===== config.mk =====
export PLATFORM = sky130hd
export DESIGN_NAME = seq_cmp16_flat
export DESIGN_NICKNAME = d
export VERILOG_FILES = /design/src/rtl/alu16_pkg.sv /design/src/rtl/seq_cmp16_if.sv /design/src/rtl/seq_cmp16_comp4.sv /design/src/rtl/seq_cmp16.sv /design/src/flat_wrapper.sv
export SDC_FILE = /design/constraint.sdc
export NUM_CORES = 1
export LEC_CHECK = 0
export ABC_AREA = 1
export CAP_MARGIN = 40
export CORE_AREA = 3 3 124 78
export CTS_CLUSTER_DIAMETER = 30
export CTS_CLUSTER_SIZE = 25
export DETAILED_ROUTE_END_ITERATION = 12
export DIE_AREA = 0 0 127 81
export PLACE_DENSITY = 0.53
export SLEW_MARGIN = 10
export SYNTH_ARGS = -nofsm -noshare
export SYNTH_HDL_FRONTEND = slang
export SYNTH_SLANG_ARGS = --single-unit
export TNS_END_PERCENT = 10

===== constraint.sdc =====
create_clock -name clk -period 3.2 [get_ports clk]
set_clock_uncertainty 0.2 [all_clocks]
set_input_delay 0.8 -clock clk [delete_from_list [all_inputs] [get_ports clk]]
set_output_delay 0.8 -clock clk [all_outputs]
set_load 0.005 [all_outputs]

===== src/rtl/alu16_pkg.sv =====
// Shared ALU16 types: compare FSM states, nibble width and the lt/eq/gt result layout
// that the ALU flag logic expects.
package alu16_pkg;

  localparam int NIB_W = 4;

  typedef enum logic [0:0] {
    IDLE = 1'b0,
    RUN  = 1'b1
  } cmp_state_t;

  // Bit order {lt, eq, gt} is what the flag logic and branch-compare path decode.
  typedef struct packed {
    logic lt;
    logic eq;
    logic gt;
  } cmp_res_t;

  localparam cmp_res_t RES_NONE = '{lt: 1'b0, eq: 1'b0, gt: 1'b0};

endpackage


===== src/rtl/seq_cmp16_if.sv =====
// Start/done handshake, operands and registered result of the sequential comparator.
interface seq_cmp16_if #(
  parameter int WIDTH = 16
);
  logic             start;
  logic             signed_mode;
  logic [WIDTH-1:0] a;
  logic [WIDTH-1:0] b;
  logic             busy;
  logic             done;
  logic             lt;
  logic             eq;
  logic             gt;

  modport master (
    output start, signed_mode, a, b,
    input  busy, done, lt, eq, gt
  );

  modport slave (
    input  start, signed_mode, a, b,
    output busy, done, lt, eq, gt
  );
endinterface


===== src/rtl/seq_cmp16_comp4.sv =====
// Existing 4-bit unsigned magnitude slice shared with the ALU16 datapath.
module comp4 (
  input  logic [3:0] a,
  input  logic [3:0] b,
  output logic       lt,
  output logic       eq,
  output logic       gt
);
  assign lt = (a < b);
  assign eq = (a == b);
  assign gt = (a > b);
endmodule


===== src/rtl/seq_cmp16.sv =====
// Multi-cycle magnitude comparator: walks the operands one nibble per cycle, MSB first,
// through a single comp4 slice and stops on the first unequal nibble.
//
// state | meaning
// IDLE  | waiting for start; result registers hold the last compare
// RUN   | comparing nibble idx_q; decides when the slice differs or idx_q == 0
module seq_cmp16
  import alu16_pkg::*;
#(
  parameter int WIDTH = 16
) (
  input  logic        clk,
  input  logic        rst,
  seq_cmp16_if.slave  bus
);

  localparam int NIB   = WIDTH / NIB_W;
  localparam int IDX_W = (NIB > 1) ? $clog2(NIB) : 1;
  localparam logic [IDX_W-1:0] IDX_TOP = IDX_W'(NIB - 1);

  cmp_state_t       state_q, state_d;
  logic [IDX_W-1:0] idx_q, idx_d;
  logic [WIDTH-1:0] a_q, a_d;
  logic [WIDTH-1:0] b_q, b_d;
  logic             sgn_q, sgn_d;
  cmp_res_t         res_q, res_d;
  logic             done_q, done_d;

  logic [NIB_W-1:0] nib_a, nib_b;
  logic             s_lt, s_eq, s_gt;
  logic             decide;

  // Offset-binary on the top nibble lets the unsigned slice order signed operands.
  always_comb begin
    nib_a = a_q[idx_q*NIB_W +: NIB_W];
    nib_b = b_q[idx_q*NIB_W +: NIB_W];
    if (sgn_q && (idx_q == IDX_TOP)) begin
      nib_a[NIB_W-1] = ~nib_a[NIB_W-1];
      nib_b[NIB_W-1] = ~nib_b[NIB_W-1];
    end
  end

  comp4 u_comp4 (
    .a  (nib_a),
    .b  (nib_b),
    .lt (s_lt),
    .eq (s_eq),
    .gt (s_gt)
  );

  assign decide = !s_eq || (idx_q == '0);

  always_comb begin
    state_d = state_q;
    idx_d   = idx_q;
    a_d     = a_q;
    b_d     = b_q;
    sgn_d   = sgn_q;
    res_d   = res_q;
    done_d  = 1'b0;
    case (state_q)
      IDLE: begin
        if (bus.start) begin
          a_d     = bus.a;
          b_d     = bus.b;
          sgn_d   = bus.signed_mode;
          idx_d   = IDX_TOP;
          state_d = RUN;
        end
      end
      RUN: begin
        if (decide) begin
          res_d   = '{lt: s_lt, eq: s_eq, gt: s_gt};
          done_d  = 1'b1;
          state_d = IDLE;
        end else begin
          idx_d = idx_q - 1'b1;
        end
      end
      default: state_d = IDLE;
    endcase
  end

  always_ff @(posedge clk or posedge rst) begin
    if (rst) begin
      state_q <= IDLE;
      idx_q   <= IDX_TOP;
      a_q     <= '0;
      b_q     <= '0;
      sgn_q   <= 1'b0;
      res_q   <= RES_NONE;
      done_q  <= 1'b0;
    end else begin
      state_q <= state_d;
      idx_q   <= idx_d;
      a_q     <= a_d;
      b_q     <= b_d;
      sgn_q   <= sgn_d;
      res_q   <= res_d;
      done_q  <= done_d;
    end
  end

  assign bus.busy = (state_q == RUN);
  assign bus.done = done_q;
  assign bus.lt   = res_q.lt;
  assign bus.eq   = res_q.eq;
  assign bus.gt   = res_q.gt;

endmodule


===== src/flat_wrapper.sv =====
// flat-port wrapper written by rule: the top's interface ports become plain ports
module seq_cmp16_flat import alu16_pkg::*;
#(
  parameter int WIDTH = 16
)
  (clk, rst, bus_start, bus_signed_mode, bus_a, bus_b, bus_busy, bus_done, bus_lt, bus_eq, bus_gt);
  seq_cmp16_if #(.WIDTH(WIDTH)) bus_i ();
  input  logic clk;
  input  logic rst;
  input wire logic [$bits(bus_i.start)-1:0] bus_start;
  input wire logic [$bits(bus_i.signed_mode)-1:0] bus_signed_mode;
  input wire logic [$bits(bus_i.a)-1:0] bus_a;
  input wire logic [$bits(bus_i.b)-1:0] bus_b;
  output wire logic [$bits(bus_i.busy)-1:0] bus_busy;
  output wire logic [$bits(bus_i.done)-1:0] bus_done;
  output wire logic [$bits(bus_i.lt)-1:0] bus_lt;
  output wire logic [$bits(bus_i.eq)-1:0] bus_eq;
  output wire logic [$bits(bus_i.gt)-1:0] bus_gt;
  assign bus_i.start = bus_start;
  assign bus_i.signed_mode = bus_signed_mode;
  assign bus_i.a = bus_a;
  assign bus_i.b = bus_b;
  assign bus_busy = bus_i.busy;
  assign bus_done = bus_i.done;
  assign bus_lt = bus_i.lt;
  assign bus_eq = bus_i.eq;
  assign bus_gt = bus_i.gt;
  seq_cmp16 #(.WIDTH(WIDTH)) u_core (.clk(clk), .rst(rst), .bus(bus_i));
endmodule

Word level (Yosys, flattened, before mapping)
Cells that the tools add are included.
{"block": "totals", "register_bits": 40, "out_inout_bits": 5, "elab_cells": 38}
{"block": "op_classes", "add_sub_neg": 1, "order_cmp": 2, "n_eq_ne": 4, "shifts": 2, "mux": 10, "bitwise_logic": 3, "n_reduce_logical": 7}
{"op": "variable part select 16 x 5 -> 4 bit", "count": 2}
{"op": "2-to-1 mux 1 bit", "count": 6}
{"op": "AND reduction 2 bit", "count": 3}
{"op": "equality test 4 bit", "count": 1}
{"op": "> comparator 4 bit", "count": 1}
{"op": "< comparator 4 bit", "count": 1}
{"op": "2-to-1 mux 2 bit", "count": 2}
{"op": "!= test 2 bit, second input constant", "count": 2}
{"op": "case mux 2 bit (2 select lines)", "count": 1}
{"op": "inverter 1 bit", "count": 3}
{"op": "equality test 2 bit, second input constant", "count": 1}
{"op": "logical NOT 2 bit", "count": 1}
{"op": "case mux 1 bit (2 select lines)", "count": 1}
{"op": "subtractor 2 x 1 -> 2 bit, second input constant", "count": 1}
{"op": "logical AND 1 bit", "count": 1}
{"op": "logical NOT 1 bit", "count": 1}
{"op": "logical OR 1 bit", "count": 1}

Depth between registers and ports, before layout
Gate-level depths: netlist of run 1.
{"block": "depth", "word_depth": 8, "ltp_mapped": 14, "ltp_nobuf": 13}

Modules after synthesis
Synthesis of run 1 repeated with hierarchy kept, for this count alone.
{"block": "unflattened", "cells_unflattened": 251, "area_unflattened_um2": 2020.7}
{"mod": "seq_cmp16", "n_inst": 1, "cells_per_inst": 231, "area_each_um2": 1905.6, "seq_area_each_um2": 1003.5}
{"mod": "comp4", "n_inst": 1, "cells_per_inst": 20, "area_each_um2": 115.1, "seq_area_each_um2": 0.0}

Worst setup path before layout of run 1
Ideal clock, no wire load.
{"block": "synth_timing", "path_type": "flip-flop to flip-flop", "start": "register u_core.idx_q[1]", "end": "register u_core.res_q, in the netlist u_core.bus.lt", "arrival_time_ps": 1953, "slack_ps": 931, "path_stages_with_launch": 13, "n_path_buf": 1, "synth_period_minus_slack_ps": 2269, "cell_sequence": "dfstp_2 -> buf_2 -> clkinv_1 -> nand3_1 -> nand2_1 -> nand2_1 -> nand2_1 -> ha_1 -> nand2_1 -> o21ai_0 -> nand2_1 -> nand2_1 -> nand2_1"}
{"block": "synth_between", "elab_chain_len": 7, "word_cells_on_any_way": 14, "cone_classes": "order compare (1); eq/ne (2); shift (2); mux (2); bitwise (2); reduce/logical (5)"}
{"element": "from (decl)", "line": "seq_cmp16.sv:22", "text": "logic [IDX_W-1:0] idx_q, idx_d;"}
{"element": "from (signal assigned)", "line": "seq_cmp16.sv:95", "text": "idx_q <= idx_d;"}
{"element": "variable part select 16 x 5 -> 4 bit, or another cell as far along", "line": "seq_cmp16.sv:35", "text": "nib_a = a_q[idx_q*NIB_W +: NIB_W];"}
{"element": "inverter 1 bit, or another cell as far along", "line": "seq_cmp16.sv:38", "text": "nib_a[NIB_W-1] = ~nib_a[NIB_W-1];"}
{"element": "2-to-1 mux 1 bit", "line": "seq_cmp16.sv:37", "text": "if (sgn_q && (idx_q == IDX_TOP)) begin"}
{"element": "equality test 4 bit", "line": "seq_cmp16_comp4.sv:10", "text": "assign eq = (a == b);"}
{"element": "logical NOT 1 bit", "line": "seq_cmp16.sv:51", "text": "assign decide = !s_eq || (idx_q == '0);"}
{"element": "logical OR 1 bit", "line": "seq_cmp16.sv:51"}
{"element": "AND reduction 2 bit (no source line)"}
{"element": "to (signal assigned)", "line": "seq_cmp16.sv:99", "text": "res_q <= res_d;"}
{"element": "to (decl)", "line": "seq_cmp16.sv:26", "text": "cmp_res_t res_q, res_d;"}
Parallel ways exist; a longest one is shown, timed or not.
A chain may end at the register's enable or synchronous reset.

Worst setup path in the final report of run 1
Same ends and word-level chain as after synthesis.

==> results.yml, run 1 <==
run_status:
  status: "completed"
logic_synthesis:
  synthesis.area_sq_mm: 0.00205
  yosysMostFrequentCell: "dfrtp_1"
  yosys-top-cells-count: "dfrtp_1, nand2_1, mux2_4, nor2_1, o21ai_0"
  yosys.area.top_type: "dfrtp_1"
  seq_area_frac_synth_pct: 49.1
  async_flop_share_pct: 100
  ys_warn_count: 0
  postSynthNetCount: 219
  postSynthAreaPerCell_sq_um: 11.6
  ys.flop_type: "dfrtp_1"
  synth_area_leaders: "dfrtp_1, mux2_4, nand2_1, ha_1, o21ai_0"
  syn_inst: 177
  synth_top_area_share_pct: 46.5
  synth_edf_count: 0
  ys_types: 20
  ys_ff_latch: 40
cells_and_area:
  final_nets: 260
  syn2layout_area_growth_pct: 33.3
  fin_area_sq_mm: 0.00273
  final_util_pct: 32.0
  drive_above_1_share_pct: 21.9
  multi_input_area_sq_um: 922
  regArea_sq_mm: 0.00100
  antenna_cells: 0
  fin_cells: 331
  fill_cells: 872
clocking:
  cts-resized-gates: 0
  cts_tree: "done"
  cts.sinks: 40
  clockBufferDepth: 2
  postCtsSetupRepairBufs: 0
  clkLatencyLatePin_ns: 0.28
  postCtsHoldBufs: 0
  numCtsBuffers: 5
  htreeDepth: 2
  clockRootBuffer: "clkbuf_16"
  path_clk_slew_ns: 0.06
sta:
  finalSetupViolations: 0
  worst_pin_slew_ns: 0.638
  period_minus_slack_ns: 2.58
  hold_viol: 0
  setup_tns_ns: 0
  finalCritPeriodShare_pct: 80.5
  slew_headroom_pct: 57.5
  max_freq_mhz: 388
  rsz0062_at_grt: "false"
  slew_violations: 0
die:
  start_util_pct: 24.0
  die_x_um: 127
  die_h_um: 81
  fp-row-count: 26
  io_pins: 41
  fp.coreArea_sq_mm: 0.00852
  dieArea_sq_mm: 0.0103
power_and_ir_drop:
  power.density_mw_per_mm2: 1050
  peakVddDrop_mv: 0.319
  leakagePower_nw: 1.28
run:
  drv_cap: 0
critical_path:
  path_common_cell: "nand2_1"
  cp-start-kind: "flop"
  cp_max_fo: 11
  worst-setup-path-type: "reg -> reg"
  critical-path-top-delay-family: "simple AND/OR/NAND/NOR gates"
  cpPeakStageDelay_ns: 0.64
  crit_required_ns: 3.17
  end_kind: "flop"
  crit_chain: "clkinv_1, nand3_1, nand2_1, nand2_1, nand2_1, ha_1, nand2_1, o21ai_0, nand2_1, nand2_1, nand2_1"
  worstPathArrival_ns: 2.55
  crit_buf_inv: 1
  slowest_stage: "dfstp_2"
placement:
  dp_hpwl_mm: 3.22
  place_area_sq_mm: 0.00251
  gp_congestion: 0.747
  port_buffers: 40
  placedCellCount: 323
route:
  ant_nets: 0
  wl_met3_um: 301
  wl_mm: 4.50
  drtPass1Iterations: 4
  routed-via-count: 1379
  top_layer: "met4"
  drtIter0Drc: 88
  wl_met2_mm: 1.71
  wl_per_cell_um: 13.6
  drt-met1-wl_mm: 2.43
  drc: 0
  vias_per_cell: 4.17
global_routing:
  overflow: 0
  track_usage_pct: 9.21
  grt_max_degree: 41
  antenna_found_initial: 0
  grt_first_pass_wirelength_mm: 7.14
  grt_pass1_vias: 1358
min_path:
  hold_path.class: "reg -> reg"
==> power breakdown <==
part / switching [mW] / internal (mW)
sequential: 0.204 / 0.756
combinational: 0.549 / 0.626
clock: 0.191 / 0.525
==> path summary, 6_finish.rpt <==
kind,slack [ns],start,to,cells after the start
setup / recovery,0.62,u_core.idx_q[1],u_core.bus.lt,11
hold / removal,0.31,u_core.a_q[5],u_core.a_q[5],1
setup reg to reg,0.62,u_core.idx_q[1],u_core.bus.lt,11
hold reg to reg,0.31,u_core.a_q[5],u_core.a_q[5],1
max in group asynchronous,1.69,rst,u_core.idx_q[1],3
min in group asynchronous,0.74,rst,u_core.b_q[6],3
==> metal layers <==
metal,vias to the layer above,global-route usage (%)
met5,-,0
met4,0,2.89
met3,6,3.42
met2,52,12.2
met1,640,13.6
li1,681,-
==> cell families (layout without fill, tap and decap cells) <==
logic type	count (synthesis)	in the layout	synth area share, %
adders and majority gates	6	6	3.67
buffers and inverters	17	59	5.87
and+or+nand+nor	59	59	11.8
muxes	33	33	23.3
AOI/OAI and AO/OA	22	22	6.30
DFF	40	40	49.1
==> metrics by stage <==
stage                     setup slack (ns)  hold WS, ns  power (mW)
after floorplan                      0.931        0.276        1.85
final                                0.624        0.307        2.85
after CTS                            0.629        0.310        2.87
after global placement               0.713        0.301        2.10
after global routing                 0.281        0.324        3.08
after detailed placement             0.650        0.292        2.13
==> registers in the layout, indices dropped and copies added, names as in the netlist <==
register / count
u_core.a_q: 16
u_core.b_q: 16
u_core.idx_q: 2
u_core.bus.busy: 1
u_core.bus.done: 1
u_core.bus.eq: 1
u_core.bus.gt: 1
u_core.bus.lt: 1
u_core.sgn_q: 1
==> cell type report <==
cell class / instances / area share (%)
sequential: 40 / 36.8
multi-input combinational: 120 / 33.8
tap: 112 / 5.14
clock buffer: 5 / 4.59
inverter: 10 / 1.38
timing repair buffer: 41 / 15.0
clock inverter: 3 / 3.30
==> cell usage in the layout (no fill, tap or decap), types with 2 or more instances in the layout <==
master | netlist | layout
clkbuf_16 | 0 | 5
bufinv_16 | 0 | 3
inv_1 | 7 | 7
mux2_4 | 28 | 28
inv_2 | 2 | 2
dfrtp_1 | 38 | 38
dfstp_2 | 2 | 2
nor2_1 | 14 | 14
clkdlybuf4s50_1 | 0 | 40
mux2_2 | 5 | 5
ha_1 | 6 | 6
nand2_1 | 34 | 34
o21ai_0 | 13 | 13
o22a_1 | 3 | 3
a21oi_1 | 2 | 2
o22ai_1 | 3 | 3
nand3_1 | 10 | 10
No activity file was read; power rests on OpenSTA's default activity.
==> run 2, diff against run 1 <==
==> constraint.sdc (replaced) <==
create_clock -name clk -period 2.4 [get_ports clk]
set_clock_uncertainty 0.2 [all_clocks]
set_input_delay 0.6 -clock clk [delete_from_list [all_inputs] [get_ports clk]]
set_output_delay 0.6 -clock clk [all_outputs]
set_load 0.005 [all_outputs]
==> run 2 against run 1 <==
Compared with the run above:
- global-route usage is 0.090 points lower
- critical endpoint is now u_core.idx_q[1]
- worst setup slack got worse by 0.47 ns
- sequential power grew 28%
- final cell count grew 2.1%
- critical path type unchanged
==> results.yml, run 2 (same netlist as run 1, synthesis figures left out) <==
route:
  drt-met1-wl_mm: 2.51
  top_layer: "met4"
  ant_nets: 0
  drtPass1Iterations: 4
  wl_met3_um: 291
  wl_mm: 4.62
  wl_met2_mm: 1.79
  drc: 0
  routed-via-count: 1398
  wl_per_cell_um: 13.7
  drtIter0Drc: 52
  vias_per_cell: 4.14
cells_and_area:
  final_nets: 267
  syn2layout_area_growth_pct: 38.2
  fill_cells: 859
  antenna_cells: 0
  final_util_pct: 33.2
  final_cell_mix: "clkdlybuf4s50_1, dfrtp_1, nand2_1, mux2_4, nor2_1"
  fin_area_sq_mm: 0.00283
  fin_cells: 338
  drive_above_1_share_pct: 25.2
  reg_top3: "u_core.a_q x16, u_core.b_q x16, u_core.idx_q x2"
  layout_commonest_cell: "clkdlybuf4s50_1"
die:
  die_x_um: 127
  start_util_pct: 24.0
  dieArea_sq_mm: 0.0103
  fp.coreArea_sq_mm: 0.00852
  io_pins: 41
  fp-row-count: 26
  die_h_um: 81
placement:
  port_buffers: 40
  place_area_sq_mm: 0.00257
  dp_hpwl_mm: 3.35
  gp_congestion: 0.731
  placedCellCount: 328
power_and_ir_drop:
  switchingPower_mw: 1.31
  seqPwrFrac_pct: 31.1
  p_sw_share_pct: 33.1
  p_comb_share_pct: 44.5
  clkPwrFrac_pct: 24.5
  peakVddDrop_mv: 0.402
  leakagePower_nw: 1.33
  power_mw: 3.96
  internal_power_mw: 2.65
  power.density_mw_per_mm2: 1400
clocking:
  clockBufferDepth: 2
  numCtsBuffers: 5
  htreeDepth: 2
  clockRootBuffer: "clkbuf_16"
  cts.sinks: 40
  cts_tree: "done"
  postCtsHoldBufs: 0
  path_clk_slew_ns: 0.06
  clkLatencyLatePin_ns: 0.28
critical_path:
  end_kind: "flop"
  cp-start-kind: "flop"
  crit_required_ns: 2.41
  worstPathArrival_ns: 2.26
  worst-setup-path-type: "reg -> reg"
  cp_max_fo: 7
run:
  drv_cap: 0
global_routing:
  antenna_found_initial: 0
  grt_max_degree: 41
  track_usage_pct: 9.12
  grt_first_pass_wirelength_mm: 7.18
  grt_pass1_vias: 1388
  overflow: 0
sta:
  finalSetupViolations: 0
  hold_viol: 0
  worst_pin_slew_ns: 0.289
  setup_tns_ns: 0
  max_freq_mhz: 444
  finalCritPeriodShare_pct: 93.8
  slew_headroom_pct: 80.7
  slew_violations: 0
  period_minus_slack_ns: 2.25
run_status:
  status: "completed"
min_path:
  hold_path.class: "reg -> reg"
run 2: cell types whose count changed in the layout (fill, tap and decap cells not counted):
| cell | previous run | this run |
|---|---|---|
| clkinv_1 | 1 | 0 |
| buf_4 | 1 | 4 |
| buf_6 | 0 | 1 |
| o21ai_0 | 13 | 12 |
| clkinvlp_4 | 0 | 1 |
| o21ai_2 | 0 | 1 |
| buf_12 | 0 | 3 |
run 2: power by group through the flow:
stage | Sequential, mW | Clock (mW) | Combinational (mW)
2_1_floorplan | 1.14 | 0 | 1.32
3_3_place_gp | 1.23 | 0 | 1.65
3_5_place_dp | 1.24 | 0 | 1.68
4_1_cts | 1.23 | 0.986 | 1.70
5_1_grt | 1.27 | 1.02 | 1.96
6_report | 1.23 | 0.968 | 1.76
run 2: per-layer routing:
metal	track usage [%]	up-vias
li1	-	703
met1	13.9	650
met2	12.3	42
met3	3.35	3
met4	1.28	0
met5	0	-
run 2: path summary, 6_finish.rpt:
path,start,slack (ns),cells after the start,to
max,u_core.idx_q[1],0.15,13,u_core.idx_q[1]
min,u_core.a_q[5],0.31,1,u_core.a_q[5]
max reg2reg,u_core.idx_q[1],0.15,13,u_core.idx_q[1]
min reg2reg,u_core.a_q[5],0.31,1,u_core.a_q[5]
max in group asynchronous,rst,1.26,3,u_core.idx_q[1]
min in group asynchronous,rst,0.48,3,u_core.b_q[10]
run 2: repair_timing:
| action | CTS | global route |
|---|---|---|
| pin swaps | 0 | 1 |
| buffers inserted | 0 | 2 |
| endpoints found under the hold margin | 0 | 0 |
| endpoints found under the setup margin | 4 | 6 |
| resized for setup | 1 | 3 |
run 2: cell type report:
class,count,area (sq um),area share [%]
timing repair buffer,48,502,17.7
inverter,10,41.3,1.46
clock buffer,5,125,4.42
clock inverter,3,90.1,3.19
multi-input combinational,120,926,32.7
sequential,40,1000,35.5
tap,112,140,4.96
run 2: worst max-delay path: stages, from the launching register on:
cell and delay (ns):
dfstp_2 0.59, buf_4 0.17, ha_1 0.14, nand2_1 0.08
inv_1 0.09, nand3_1 0.08, nand2_1 0.08, ha_1 0.23
nand2_1 0.13, nor2_1 0.06, nand3_1 0.11, nand2_1 0.10
nand2_1 0.07, nand2_1 0.05
run 2: through the flow:
stage / setup slack (ns) / hold slack (ns)
after floorplan: 0.131 / 0.276
after global placement: 0.0705 / 0.293
after detailed placement: -0.0887 / 0.299
after CTS: 0.00761 / 0.312
after global routing: -0.00252 / 0.327
final: 0.150 / 0.310
==> run 3, diff against run 2 <==
--- a/config.mk
+++ b/config.mk
@@ -12,8 +12,9 @@
 export CTS_CLUSTER_SIZE = 25
 export DETAILED_ROUTE_END_ITERATION = 12
 export DIE_AREA = 0 0 127 81
-export PLACE_DENSITY = 0.53
-export SLEW_MARGIN = 10
+export DONT_BUFFER_PORTS = 1
+export PLACE_DENSITY = 0.47
+export SLEW_MARGIN = 20
 export SYNTH_ARGS = -nofsm -noshare
 export SYNTH_HDL_FRONTEND = slang
 export SYNTH_SLANG_ARGS = --single-unit
==> run 3 against run 2 <==
Compared with the run above:
- worst setup slack gained 0.010 ns
- global-route usage grew 0.68 points
- wire length shrank 0.97%
- total power shrank 12%
- final cell count shrank 12%
- count of clock-buffer cells in the layout grew 3
- via count shrank 12%
- sequential share of layout area grew 7.5 points
- hold slack lost 0.17 ns
- clock power shrank 30%
- design area shrank 17%
- sequential cell count is the same
==> results.yml, run 3 (same netlist as run 1, synthesis figures left out) <==
clocking:
  cts.sinks: 40
  clockBufferDepth: 2
  path_clk_slew_ns: 0.06
  cts_tree: "done"
  numCtsBuffers: 5
  htreeDepth: 2
  clockRootBuffer: "clkbuf_16"
  clkLatencyLatePin_ns: 0.29
  postCtsHoldBufs: 0
route:
  wl_mm: 4.57
  vias_per_cell: 4.11
  ant_nets: 0
  wl_per_cell_um: 15.3
  drtPass1Iterations: 4
  drtIter0Drc: 70
  drc: 0
  routed-via-count: 1226
die:
  io_pins: 41
  fp-row-count: 26
  fp.coreArea_sq_mm: 0.00852
  start_util_pct: 24.0
  dieArea_sq_mm: 0.0103
  die_h_um: 81
  die_x_um: 127
power_and_ir_drop:
  switchingPower_mw: 1.27
  seqPwrFrac_pct: 35.6
  power.density_mw_per_mm2: 1500
  peakVddDrop_mv: 0.431
  internal_power_mw: 2.23
  p_sw_share_pct: 36.3
  p_comb_share_pct: 45.0
  leakagePower_nw: 1.13
  clkPwrFrac_pct: 19.5
placement:
  gp_congestion: 0.738
  pre_cts_ws_ns: 0.107
  port_buffers: 0
  dp_hpwl_mm: 3.34
  placedCellCount: 290
  place_area_sq_mm: 0.00218
global_routing:
  antenna_found_initial: 0
  grt_use_met1_pct: 14.2
  gr-max-usage-layer: "met1"
  track_usage_pct: 9.80
  grt_max_degree: 41
  grt_use_met3_pct: 4.86
  grt_pass1_vias: 1339
  grt_use_met2_pct: 12.3
  grt_first_pass_wirelength_mm: 7.58
  overflow: 0
critical_path:
  worst-setup-path-type: "reg -> reg"
  cp-start-kind: "flop"
  worstPathArrival_ns: 2.27
  cp_max_fo: 6
  crit_required_ns: 2.43
  end_kind: "flop"
cells_and_area:
  antenna_cells: 0
  final_cell_mix: "dfrtp_1, nand2_1, mux2_4, nor2_1, o21ai_0"
  final_nets: 227
  fin_area_sq_mm: 0.00234
  layout_commonest_cell: "dfrtp_1"
  syn2layout_area_growth_pct: 14.2
  drive_above_1_share_pct: 30.1
  fin_cells: 298
  reg_top3: "u_core.a_q x16, u_core.b_q x16, u_core.idx_q x2"
min_path:
  hold_path.class: "in -> async"
sta:
  whs_ns: 0.141
  slew_violations: 0
  rsz0062_at_grt: "false"
  max_freq_mhz: 446
  fin_ws_ns: 0.160
  period_minus_slack_ns: 2.24
  setup_tns_ns: 0
  slew_headroom_pct: 64.7
  hold_viol: 0
  worst_pin_slew_ns: 0.530
  finalSetupViolations: 0
  finalCritPeriodShare_pct: 93.3
run_status:
  status: "completed"
run:
  drv_cap: 0
-- run 3: cell count changes in the layout (fill, tap and decap cells not counted), moves of 2 or more --
cell / change
buf_4: +3
buf_12: -2
clkbuf_1: +2
bufinv_16: -3
clkdlybuf4s50_1: -40
-- run 3: stage by stage --
step / total power [mW] / utilization [%]
2_1_floorplan: 2.47 / -
3_3_place_gp: 2.80 / 25.5
3_5_place_dp: 2.80 / 25.5
4_1_cts: 3.51 / 27.2
5_1_grt: 3.84 / 27.4
6_report: 3.50 / 27.4
-- run 3: final cells by class --
| cell class | count | area, sq um |
|---|---|---|
| tap | 112 | 140 |
| clock buffer | 8 | 146 |
| inverter | 10 | 40.0 |
| fill | 890 | 6190 |
| multi-input combinational | 120 | 933 |
| sequential | 40 | 1000 |
| timing repair buffer | 8 | 72.6 |
-- run 3: per-layer routing --
metal / vias to the layer above / part of all wire (%)
met5: - / 0
met4: 0 / 1.2
met3: 6 / 7.9
met2: 28 / 38
met1: 575 / 53
li1: 617 / -
-- run 3: timing repair --
action,in CTS,in global routing
buffers inserted,0,0
setup endpoints to repair,0,6
gates resized for setup,0,6
-- run 3: power by group through the flow --
stage / Combinational [mW] / Clock, mW / Sequential [mW]
after detailed placement: 1.54 / 0 / 1.26
final: 1.57 / 0.681 / 1.24
after floorplan: 1.32 / 0 / 1.14
after CTS: 1.56 / 0.698 / 1.25
after global placement: 1.54 / 0 / 1.26
after global routing: 1.81 / 0.734 / 1.30
-- run 3: path summary, 6_finish.rpt --
| check | start | slack [ns] | end | depth (start not counted) |
|---|---|---|---|---|
| worst max-delay path | u_core.idx_q[0] | 0.16 | u_core.idx_q[0] | 13 |
| worst min-delay path | rst | 0.14 | u_core.b_q[7] | 2 |
| worst max register to register | u_core.idx_q[0] | 0.16 | u_core.idx_q[0] | 13 |
| worst min register to register | u_core.a_q[5] | 0.30 | u_core.a_q[5] | 1 |
| max in group asynchronous | rst | 1.49 | u_core.idx_q[0] | 2 |
| min in group clk | bus_a[2] | 0.25 | u_core.a_q[2] | 1 |
-- run 3: critical path, cell delays in order, from the launching register on --
cell	delay [ns]
dfstp_2	0.61
buf_4	0.16
nand2_1	0.05
nand3_1	0.11
nand2_1	0.07
nand2_1	0.05
nand2_1	0.05
ha_1	0.29
nand2_1	0.10
nor2_1	0.15
nand3_2	0.11
nand2_2	0.10
nand2_1	0.05
nand2_1	0.07
==> edit 1, RTL diff (flow settings as in run 2) <==
Reset style: synchronous (`rst`), changed in one clocked block.
--- a/src/rtl/seq_cmp16.sv
+++ b/src/rtl/seq_cmp16.sv
@@ -81,7 +81,7 @@
     endcase
   end
 
-  always_ff @(posedge clk or posedge rst) begin
+  always_ff @(posedge clk) begin
     if (rst) begin
       state_q <= IDLE;
       idx_q   <= IDX_TOP;
Behaviour: differs if rst is asserted again (counterexample within 4 cycles, from zero or initial values and one cycle with rst high); with rst held inactive, the same outputs for 10 cycles.
==> edit 1 against run 2 <==
- sequential cell count stayed put
- largest cell class is now multi-input combinational cells
- highest routed layer unchanged
- final area is 12% lower
- worst setup slack better by 0.043 ns
- routed wire length is 0.58% higher
- synthesized area is 11% lower
Power is not compared: it rests on default switching activity, and its combinational part moved more than twofold at a synthesized area within 25%.
==> edit 1: results (changes against run 2) <==
For the final-stage net count, the log shows 333 (+25%). The tools report the fill cell total of the finished layout as 968 (+13%). Proportion of synthesized area in mux cells: 0 (-0.233).

The area share of fa/ha/maj cells after synthesis came out at 0.0412 (+0.00454). The half-perimeter wire length of the detailed placement result is 3330 um (-0.50%), and the count of cells along the worst hold path is 2 (+1). Cell depth of the worst flop-to-flop path: 9 (-4). The count of plain and timing-repair buffers in the layout came out at 48 (unchanged). The non-clock buffer area fraction after layout is 0.189 (+0.0120).

The largest total area in the synthesized netlist belongs to sky130_fd_sc_hd__dfxtp_1. The XOR/XNOR share of the synthesized area is 0.00962 (+0.00962), and the share of synthesized registers carrying an async set or reset is 0 (-1.00). The flow ran to the end, and the final reports show no timing, DRC or antenna violations. The total nets after synthesis came out at 291 (+33%). The compound-cell area share of the yosys netlist is 0.159 (+0.0958), and the pin count of the biggest net entering global routing is 38 (-7.3%).

The layout clock buffer count was 8 (+3); the share of final layout cell area taken by clock buffers and inverters was 0.0589 (-0.0172). The area of all sequential standard cells is 803 um^2 (-20%), and the fraction of layout cells with a size suffix above 1 is 0.0890 (-0.163). The number of library cell types mapped by synthesis was 21 (+5.0%). Initial antenna violation count: 0 (unchanged). The logs give 2.17 ns (-0.09 ns) for the data arrival at the endpoint of the critical path and 0.771 (-0.0364) for the relative max-transition margin. The total via count after detailed routing is 1649 (+18%), and the placer's final routability congestion estimate is 0.780 (+6.7%).

The count of instances resized after the clock tree is built is 0 (-1). The highest cell delay on the worst timing path is 0.39 ns (-0.20 ns). The total routing resource utilization after global routing was 0.0964 (+0.00524); the fraction of standard cell area in multi-input logic was 0.353 (+0.0252). The inverter count came out at 11 (+1). The commonest cells after synthesis are sky130_fd_sc_hd__nor2_1, sky130_fd_sc_hd__dfxtp_1, sky130_fd_sc_hd__o21ai_0, sky130_fd_sc_hd__nand2_1, sky130_fd_sc_hd__nand3_1. Detailed-route wire length per cell: 11.5 um (-16%). The clock-pin slew on the worst setup and hold paths came out at 0.06 ns (about the same). Sorting the synthesized cells by area gives the leading types as sky130_fd_sc_hd__dfxtp_1, sky130_fd_sc_hd__nor2_1, sky130_fd_sc_hd__o21ai_0, sky130_fd_sc_hd__nand2_1, sky130_fd_sc_hd__ha_1.

The synthesized flop and latch total was 40 (unchanged); the worst IR drop on VDD was 0.000280 V. The run gives 0.440 (-0.0507) as the part of the Yosys area used for sequential elements. The library cell contributing the largest single delay on the critical path was sky130_fd_sc_hd__dfxtp_2. The min-delay analysis places its worst path in the category flip-flop to flip-flop. The first-pass GRT wire length is 7610 um (+6.0%). The multi-input gate count is 185 (+54%). Number of warning messages in the yosys log: 0 (unchanged). The number of violations reported at the end of detailed-routing iteration 0 came out at 92 (+77%).
[edit 1: path summary, 6_finish.rpt]
path                                        end       startpoint  slack (ns)
worst max-delay path            u_core.idx_q[1]  u_core.idx_q[1]        0.19
worst min-delay path              u_core.a_q[5]    u_core.a_q[5]        0.28
worst max register to register  u_core.idx_q[1]  u_core.idx_q[1]        0.19
worst min register to register    u_core.a_q[5]    u_core.a_q[5]        0.28
[edit 1: through the flow]
| stage | cells | setup WS [ns] | area (um^2) |
|---|---|---|---|
| after floorplan | 249 | 0.421 | 1820 |
| after global placement | 393 | 0.210 | 2310 |
| after detailed placement | 393 | 0.149 | 2310 |
| after CTS | 401 | 0.126 | 2460 |
| after global routing | 404 | 0.0177 | 2480 |
| final | 404 | 0.192 | 2480 |
[edit 1: layer usage]
metal | part of all wire | track usage
met1 | 0.53 | 0.132
met2 | 0.38 | 0.128
met3 | 0.071 | 0.0447
met4 | 0.021 | 0.0428
met5 | 0 | 0
==> edit 2, RTL diff (settings of run 2) <==
Made on the original files. `WIDTH` is set to 16 in 3 places; all go to 8.
--- a/src/rtl/seq_cmp16_if.sv
+++ b/src/rtl/seq_cmp16_if.sv
@@ -1,6 +1,6 @@
 // Start/done handshake, operands and registered result of the sequential comparator.
 interface seq_cmp16_if #(
-  parameter int WIDTH = 16
+  parameter int WIDTH = 8
 );
   logic             start;
   logic             signed_mode;
--- a/src/rtl/seq_cmp16.sv
+++ b/src/rtl/seq_cmp16.sv
@@ -7,7 +7,7 @@
 module seq_cmp16
   import alu16_pkg::*;
 #(
-  parameter int WIDTH = 16
+  parameter int WIDTH = 8
 ) (
   input  logic        clk,
   input  logic        rst,
--- a/src/flat_wrapper.sv
+++ b/src/flat_wrapper.sv
@@ -1,7 +1,7 @@
 // flat-port wrapper written by rule: the top's interface ports become plain ports
 module seq_cmp16_flat import alu16_pkg::*;
 #(
-  parameter int WIDTH = 16
+  parameter int WIDTH = 8
 )
   (clk, rst, bus_start, bus_signed_mode, bus_a, bus_b, bus_busy, bus_done, bus_lt, bus_eq, bus_gt);
   seq_cmp16_if #(.WIDTH(WIDTH)) bus_i ();
Ports: changed (resized bus_a and bus_b); port bits go from 41 to 25. No check against the original RTL was run, so the function may have changed too.
==> edit 2 against run 2 <==
- routed wire length is 38% lower
- synthesized cell count is 23% lower
- die area stayed put
- total power is 55% lower
- highest routed layer unchanged
- synthesized area is 45% lower
- count of clock-buffer cells in the layout is 2 lower
- global-route usage is 3.1 points lower
- final area is 45% lower
- critical endpoint is now u_core.bus.lt
- non-clock buffer count is 22 lower
- sequential cell count is 17 lower
- largest cell class unchanged
- maximum frequency is 7.4% higher
- worst setup slack better by 0.16 ns
==> edit 2: results (changes against run 2) <==
The flow ran to the end, and the final reports show no timing, DRC or antenna violations. The power in the clock group is 0.000365 W (-62%), and the total routing resource utilization after global routing is 0.0607 (-0.0305). The area share of fa/ha/maj cells after synthesis was 0.0445 (+0.00780); the inverter count was 16 (+6). The capture point of the worst reg-to-reg path is u_core.bus.lt. The first-pass GRT wire length came out at 4900 um (-32%). For the part of the Yosys area used for sequential elements, the log shows 0.513 (+0.0223).

The XOR/XNOR share of the synthesized area came out at 0.0156 (+0.0156). The largest registers in the layout are u_core.a_q (8), u_core.b_q (8). The number of library cell types mapped by synthesis is 19 (-5.0%).

The worst hold path begins at u_core.bus.gt. The run gives 93 (-23%) as the multi-input gate count. The fill cell total of the finished layout was 972 (+13%); the slack of the worst reg-to-reg path was 0.30 ns (+0.16 ns). Area of the multi-input gates: 447 um^2 (-52%). The fraction of layout cells with a size suffix above 1 works out to 0.0679 (-0.184). The area of all sequential standard cells was 577 um^2 (-43%); the count of plain and timing-repair buffers in the layout was 26 (-46%). The clock latency of the later-clocked register in the worst-skew pair was 0.26 ns (-0.02 ns). The compound-cell area share of the yosys netlist came out at 0.0901 (+0.0271).

The commonest cells after synthesis are sky130_fd_sc_hd__nand2_1, sky130_fd_sc_hd__dfrtp_1, sky130_fd_sc_hd__inv_1, sky130_fd_sc_hd__nand3_1. The static leakage is 0.757 nW (-43%). Yosys attributes the largest share of cell area to sky130_fd_sc_hd__dfrtp_1, sky130_fd_sc_hd__nand2_1, sky130_fd_sc_hd__inv_1, sky130_fd_sc_hd__ha_1, sky130_fd_sc_hd__nand3_1. The data arrival at the endpoint of the critical path is 2.05 ns (-0.21 ns), and the highest cell delay on the worst timing path is 0.65 ns (+0.06 ns).

The non-clock buffer area fraction after layout was 0.164 (-0.0137). The run gives 0 (-1) as the count of instances resized after the clock tree is built. The instance area after placement is 1480 um^2 (-43%), and the mean cell area of the mapped netlist is 8.21 um^2 (-29%). The proportion of synthesized area in mux cells was 0 (-0.233). The half-perimeter wire length of the detailed placement result was 2220 um (-34%). The total internal power was 0.00109 W (-59%); the total wire length after detailed routing was 2880 um (-38%).

The detailed-route wire length per cell works out to 10.5 um (-23%). The synthesized flop and latch total came out at 23 (-43%). Number of buffers created by CTS: 3 (-2). The share of final layout cell area taken by clock buffers and inverters was 0.0514 (-0.0247); the pin count of the biggest net entering global routing was 27 (-34%). The largest fanout on the critical path was 15 (+8); the via count of the first global-routing pass was 863 (-38%).

The tools report the worst IR drop on VDD as 0.000347 V (-14%). The cell depth of the worst flop-to-flop path came out at 9 (-4).
## edit 2: per-stage QoR
step                hold WS [ns]  setup WS [ns]
global route               0.317         0.0851
detailed placement         0.270          0.313
floorplan                  0.237          0.557
CTS                        0.287          0.283
global placement           0.272          0.390
finish                     0.284          0.305
## edit 2: worst max-delay path by stage
stage / start / endpoint
after global routing: u_core.idx_q / u_core.bus.lt
after detailed placement: u_core.idx_q / u_core.bus.lt
after floorplan: u_core.idx_q / u_core.bus.lt
final: u_core.idx_q / u_core.bus.lt
after CTS: u_core.bus.busy / bus_busy
after global placement: u_core.idx_q / u_core.bus.lt
## edit 2: metal layers
layer  vias to the layer above  part of all wire  GRT usage
met3                         2             0.052     0.0197
met2                        26              0.35     0.0733
met4                         0             0.011     0.0161
met1                       403              0.59     0.0972
met5                         -                 0          0
li1                        476                 -          -
